--- config.mk ---
export PLATFORM = sky130hd
export DESIGN_NAME = pulse_sched
export DESIGN_NICKNAME = d
export VERILOG_FILES = /design/src/rtl/pulse_sched_pkg.sv /design/src/rtl/pulse_cmd_fifo.sv /design/src/rtl/pulse_sched.sv
export SDC_FILE = /design/constraint.sdc
export NUM_CORES = 1
export LEC_CHECK = 0
export BUFFER_PORTS_ARGS = -buffer_cell sky130_fd_sc_hd__buf_2
export CORE_MARGIN = 1.5
export CORE_UTILIZATION = 51
export CTS_CLUSTER_SIZE = 24
export DETAILED_ROUTE_END_ITERATION = 7
export PLACE_DENSITY = 0.69
export SLEW_MARGIN = 10
export SYNTH_ARGS = -nofsm -noshare
export SYNTH_HDL_FRONTEND = slang
export SYNTH_SLANG_ARGS = --single-unit
--- constraint.sdc ---
create_clock -name clk -period 26.6 [get_ports clk]
set_clock_uncertainty 0.05 [all_clocks]
set_input_delay 3.99 -clock clk [delete_from_list [all_inputs] [get_ports clk]]
set_output_delay 3.99 -clock clk [all_outputs]
set_load 0.005 [all_outputs]
--- src/rtl/pulse_sched_pkg.sv ---
// rtl/pulse_sched_pkg.sv - field widths, command record and scheduler states
package pulse_sched_pkg;

  localparam int ENV_W   = 24;
  localparam int PHASE_W = 17;
  localparam int FREQ_W  = 9;
  localparam int AMP_W   = 16;
  localparam int CFG_W   = 4;

  localparam logic [1:0] TGT_QDRV = 2'd0;
  localparam logic [1:0] TGT_RDRV = 2'd1;
  localparam logic [1:0] TGT_RDLO = 2'd2;

  typedef struct packed {
    logic [ENV_W-1:0]   env;
    logic [PHASE_W-1:0] phase;
    logic [FREQ_W-1:0]  freq;
    logic [AMP_W-1:0]   amp;
    logic [CFG_W-1:0]   cfg;
  } pulse_cmd_t;

  typedef enum logic [1:0] {
    S_IDLE,
    S_WAIT_TIME,
    S_WAIT_ELEM,
    S_ISSUE
  } sched_state_t;

endpackage

--- src/rtl/pulse_cmd_fifo.sv ---
// rtl/pulse_cmd_fifo.sv - timed command FIFO; flush keeps a same-cycle push
module pulse_cmd_fifo
  import pulse_sched_pkg::*;
#(
  parameter int DEPTH      = 8,
  parameter int TIME_WIDTH = 32
) (
  input  logic                   clk,
  input  logic                   reset_n,
  input  logic                   flush,
  input  logic                   push,
  input  logic                   pop,
  input  logic [TIME_WIDTH-1:0]  push_time,
  input  pulse_cmd_t             push_cmd,
  output logic [TIME_WIDTH-1:0]  head_time,
  output pulse_cmd_t             head_cmd,
  output logic [$clog2(DEPTH):0] count
);
  localparam int AW = $clog2(DEPTH);
  localparam int CW = AW + 1;

  pulse_cmd_t            cmd_mem  [DEPTH];
  logic [TIME_WIDTH-1:0] time_mem [DEPTH];
  logic [AW-1:0]         wr_ptr;
  logic [AW-1:0]         rd_ptr;

  assign head_time = time_mem[rd_ptr];
  assign head_cmd  = cmd_mem[rd_ptr];

  always_ff @(posedge clk) begin
    if (push) begin
      cmd_mem[wr_ptr]  <= push_cmd;
      time_mem[wr_ptr] <= push_time;
    end
  end

  // Flush discards everything behind wr_ptr, so a push landing this cycle becomes the head.
  always_ff @(posedge clk or negedge reset_n) begin
    if (!reset_n) begin
      wr_ptr <= '0;
      rd_ptr <= '0;
      count  <= '0;
    end else if (flush) begin
      rd_ptr <= wr_ptr;
      wr_ptr <= wr_ptr + AW'(push);
      count  <= CW'(push);
    end else begin
      wr_ptr <= wr_ptr + AW'(push);
      rd_ptr <= rd_ptr + AW'(pop);
      case ({push, pop})
        2'b10:   count <= count + CW'(1);
        2'b01:   count <= count - CW'(1);
        default: count <= count;
      endcase
    end
  end

endmodule

--- src/rtl/pulse_sched.sv ---
// rtl/pulse_sched.sv - timed pulse command scheduler feeding qdrv/rdrv/rdlo elements
// Optional saturating late_cnt output when PULSE_SCHED_LATE_CNT_EN is defined.
module pulse_sched
  import pulse_sched_pkg::*;
#(
  parameter int DEPTH      = 8,
  parameter int TIME_WIDTH = 32
) (
  input  logic                   clk,
  input  logic                   reset_n,
  input  logic                   sync_start,
  input  logic                   in_valid,
  output logic                   in_ready,
  input  logic [TIME_WIDTH-1:0]  in_time,
  input  logic [ENV_W-1:0]       in_env,
  input  logic [PHASE_W-1:0]     in_phase,
  input  logic [FREQ_W-1:0]      in_freq,
  input  logic [AMP_W-1:0]       in_amp,
  input  logic [CFG_W-1:0]       in_cfg,
  input  logic [2:0]             elem_busy,
  output logic [2:0]             out_stb,
  output logic [ENV_W-1:0]       out_env,
  output logic [PHASE_W-1:0]     out_phase,
  output logic [FREQ_W-1:0]      out_freq,
  output logic [AMP_W-1:0]       out_amp,
  output logic [1:0]             out_mode,
  output logic [TIME_WIDTH-1:0]  timer,
  output logic [$clog2(DEPTH):0] fifo_count,
  output logic                   late,
  output logic                   err_cfg,
  output logic                   idle
`ifdef PULSE_SCHED_LATE_CNT_EN
  ,
  output logic [15:0]            late_cnt
`endif
);
  localparam int CW = $clog2(DEPTH) + 1;
  localparam logic signed [TIME_WIDTH-1:0] ZERO_T = '0;

  sched_state_t          state, state_nxt;
  logic                  running;
  logic                  push, pop, due, tgt_busy, fire;
  logic [1:0]            tgt;
  logic [TIME_WIDTH-1:0] head_time;
  pulse_cmd_t            in_cmd, head_cmd;

  assign in_ready = fifo_count < CW'(DEPTH);
  assign push     = in_valid & in_ready;
  assign idle     = (fifo_count == '0) && (state == S_IDLE);
  assign in_cmd   = '{env: in_env, phase: in_phase, freq: in_freq, amp: in_amp, cfg: in_cfg};
  assign tgt      = head_cmd.cfg[1:0];
  // Signed difference keeps the compare correct across timer wrap.
  assign due      = $signed(timer - head_time) >= ZERO_T;
  assign fire     = (state == S_WAIT_ELEM) && !tgt_busy && !sync_start;

  pulse_cmd_fifo #(
    .DEPTH      (DEPTH),
    .TIME_WIDTH (TIME_WIDTH)
  ) u_fifo (
    .clk       (clk),
    .reset_n   (reset_n),
    .flush     (sync_start),
    .push      (push),
    .pop       (pop),
    .push_time (in_time),
    .push_cmd  (in_cmd),
    .head_time (head_time),
    .head_cmd  (head_cmd),
    .count     (fifo_count)
  );

  always_comb begin
    tgt_busy = 1'b0;
    case (tgt)
      TGT_QDRV: tgt_busy = elem_busy[0];
      TGT_RDRV: tgt_busy = elem_busy[1];
      TGT_RDLO: tgt_busy = elem_busy[2];
      default:  tgt_busy = 1'b0;
    endcase
  end

  always_ff @(posedge clk or negedge reset_n) begin
    if (!reset_n) begin
      timer   <= '0;
      running <= 1'b0;
    end else if (sync_start) begin
      timer   <= '0;
      running <= 1'b1;
    end else if (running) begin
      timer <= timer + TIME_WIDTH'(1);
    end
  end

  always_ff @(posedge clk or negedge reset_n) begin
    if (!reset_n) state <= S_IDLE;
    else          state <= state_nxt;
  end

  always_comb begin
    state_nxt = state;
    pop       = 1'b0;
    case (state)
      S_IDLE:      if (fifo_count != '0 && running) state_nxt = S_WAIT_TIME;
      S_WAIT_TIME: if (due) state_nxt = S_WAIT_ELEM;
      S_WAIT_ELEM: if (!tgt_busy) state_nxt = S_ISSUE;
      S_ISSUE: begin
        pop       = 1'b1;
        state_nxt = (fifo_count > CW'(1) || push) ? S_WAIT_TIME : S_IDLE;
      end
      default:     state_nxt = S_IDLE;
    endcase
    if (sync_start) state_nxt = S_IDLE;
  end

  // Strobe and data are captured on the edge entering ISSUE so they appear together.
  always_ff @(posedge clk or negedge reset_n) begin
    if (!reset_n) begin
      out_stb   <= '0;
      err_cfg   <= 1'b0;
      late      <= 1'b0;
      out_env   <= '0;
      out_phase <= '0;
      out_freq  <= '0;
      out_amp   <= '0;
      out_mode  <= '0;
    end else begin
      out_stb <= '0;
      err_cfg <= 1'b0;
      late    <= 1'b0;
      if (fire) begin
        late <= (timer - TIME_WIDTH'(1)) != head_time;
        if (tgt == 2'd3) begin
          err_cfg <= 1'b1;
        end else begin
          out_stb   <= 3'(1) << tgt;
          out_env   <= head_cmd.env;
          out_phase <= head_cmd.phase;
          out_freq  <= head_cmd.freq;
          out_amp   <= head_cmd.amp;
          out_mode  <= head_cmd.cfg[3:2];
        end
      end
    end
  end

`ifdef PULSE_SCHED_LATE_CNT_EN
  always_ff @(posedge clk or negedge reset_n) begin
    if (!reset_n)                       late_cnt <= '0;
    else if (sync_start)                late_cnt <= '0;
    else if (late && late_cnt != '1)    late_cnt <= late_cnt + 16'd1;
  end
`endif

endmodule

==> metrics.cfg <==
[timing]
fin_crit_sh_pct = 26.7
hold_ws_ps = 427
fin_crit_ps = 7100
clock.fmax_mhz = 141
slew_violations = 0
worst_pin_slew_ps = 1100
hold_viol = 0
rsz0062_at_grt = no
worst_slack_ps = 19500
tns_ps = 0
slew_headroom_pct = 26.3
setup_viol = 0

[routing]
wl_per_cell_um = 24.5
wl_met1_um = 32300
highest_layer = met5
routed_wl_um = 78700
wl_met2_um = 39100
drc = 0
vias = 18700
antenna_left = 0
drtIter0Drc = 1484
viasPerCell = 5.83
firstDrtPassIters = 5
wl_met3_um = 5530

[place]
io_buffers = 219
dp_hpwl_um = 46100
gp_congestion = 0.854
pre_cts_ws_ps = 18820

[grt]
overflow = 0
grt_max_degree = 95
antenna_found_initial = 19
grt_pass1_wl_um = 119000
grt_pass1_vias = 19400
grt_use_total_pct = 21.4

[synthesis]
async_flop_share_pct = 12.6
synth_top_area_cell = edfxtp_1
yosys-top-cells-count = edfxtp_1, mux4_2, dfrtp_1
synth_top_area_share_pct = 65.7
synthCells = 1926
synth_area_um2 = 37300
syn_nets = 2085
ys_warn_count = 0
synth_most_common_cell = edfxtp_1
avgSynthCellArea_um2 = 19.4
synth_edf_count = 816
ys.flop_type = edfxtp_1
synth_seq_area_share_pct = 73.6
synth_seq_cells = 934
synth.area.top_cells = edfxtp_1, mux4_2, dfrtp_1
ys_types = 70

[cts]
ctsResizeCount = 0
holdBufCountCts = 0
numCtsBuffers = 94
clk_pin_slew_worst_paths_ps = 60
htree_levels = 3
cts_sinks = 934
clockBufferDepth = 3
root_buffer = clkbuf_16
cts_tree = done
worstSkewPairLatency_ps = 660
cts_setup_buffers = 0

[finish]
area_delta_synth_final_pct = 13.9
fill_cells = 5216
nNetsFinal = 2328
drive_above_1_share_pct = 27.2

[hold_path]
hold_path_startpoint = out_env[15]
hp-class = reg2reg

[die]
pin_count = 220
die_w_um = 273
start_util_pct = 51.8
rows = 98
core_area_um2 = 72000
die_h_um = 273
die_area_um2 = 74800

[run]
maxCapViolations = 0

[critical_path]
arrival_ps = 7330
worstSetupPathType = in2reg
r2r-start = u_fifo.rd_ptr[0]
cp_max_fo = 55
end_kind = flop
startpoint = in_valid
required_ps = 26820
crit_path_start_kind = input port

[power]
peakVddDrop_mv = 0.0707
power_density_nw_per_um2 = 106
total_leakage_power_nw = 15.3

[status]
outcome = completed

metrics by stage:
stage / total power [mW] / instance area, um^2 / cells / utilization [%]
6_report: 4.50 / 42500 / 3209 / 59.0
5_1_grt: 4.71 / 42500 / 3203 / 59.0
4_1_cts: 4.56 / 42500 / 3200 / 59.0
3_5_place_dp: 3.23 / 39400 / 3023 / 54.7
3_3_place_gp: 3.20 / 39400 / 3023 / 54.7
2_1_floorplan: 2.88 / 37300 / 1926 / -
cells by family (layout without fill, tap and decap cells):
kind of cell / Yosys count / count (layout) / synth area share, %
flops: 934 / 934 / 73.6
compound gates: 149 / 149 / 2.33
buf+inv: 114 / 438 / 1.50
fa+ha+maj: 51 / 51 / 1.70
simple gates: 296 / 296 / 4.02
other cells: 0 / 9 / 0
mux: 310 / 310 / 15.1
xor+xnor: 72 / 72 / 1.73
flip-flops by register name (all words and copies together) (netlist names), 2 cells and up:
register and cells:
timer 32, state 2, u_fifo.cmd_mem 560, out_stb 3, u_fifo.rd_ptr 3, u_fifo.wr_ptr 3, u_fifo.time_mem 256, out_phase 17
out_env 24, out_mode 2, u_fifo.count 4, out_amp 16, out_freq 9
final timing paths:
path                                    endpoint  slack (ps)  depth (start not counted)
hold reg to reg                      out_env[15]         430                          2
max in group asynchronous       u_fifo.rd_ptr[0]       21730                          2
hold / removal                       out_env[15]         430                          2
min in group asynchronous        u_fifo.count[2]        3310                          1
setup reg to reg                        state[0]       20410                         14
setup / recovery           u_fifo.cmd_mem[3][49]       19500                          7
where the power goes:
group | switching [mW] | total, mW | internal [mW]
Clock | 0.552 | 1.32 | 0.766
Combinational | 0.654 | 1.20 | 0.546
Sequential | 0.128 | 1.98 | 1.85
metal layers:
layer	GRT usage (%)	vias to the layer above
li1	-	8235
met1	28.4	9791
met3	5.04	133
met2	35.3	532
met4	6.51	20
met5	0	-
cells in the final DEF, fill, tap and decap left out, types with 8 or more instances in the layout:
cell       instances
nor2_1            65
nor3_1            11
inv_1             12
clkinv_1          10
a21o_1             9
nand2_1          103
buf_2            218
clkbuf_1          23
nand3_1           18
clkinv_2          16
ha_1              50
o21ai_1           45
dfrtp_1          116
buf_4             28
nor4_1             8
edfxtp_1         816
clkbuf_16         94
inv_6              8
mux4_2           196
mux2i_1          105
diode_2            9
nand4_1           20
bufinv_16          9
and3_1             8
xor2_1            27
o21ai_0           41
xnor2_1           44
a21oi_1           24
layout make-up:
| cell class | count | area [um^2] | area share, % |
|---|---|---|---|
| Antenna cell | 9 | 22.5 | 0.0530 |
| Clock buffer | 124 | 2530 | 5.96 |
| Clock inverter | 53 | 578 | 1.36 |
| Inverter | 14 | 57.6 | 0.135 |
| Multi-Input combinational cell | 878 | 9340 | 22.0 |
| Sequential cell | 934 | 27500 | 64.6 |
| Tap cell | 950 | 1190 | 2.80 |
| Timing Repair Buffer | 247 | 1310 | 3.09 |
worst max-delay path, cell delays in order:
cell and delay (ps):
buf_2 120, nand2_1 320, inv_1 220, nand2_1 190, nor3b_2 890, buf_4 670, buf_4 840
(Power assumes the default switching activity.)
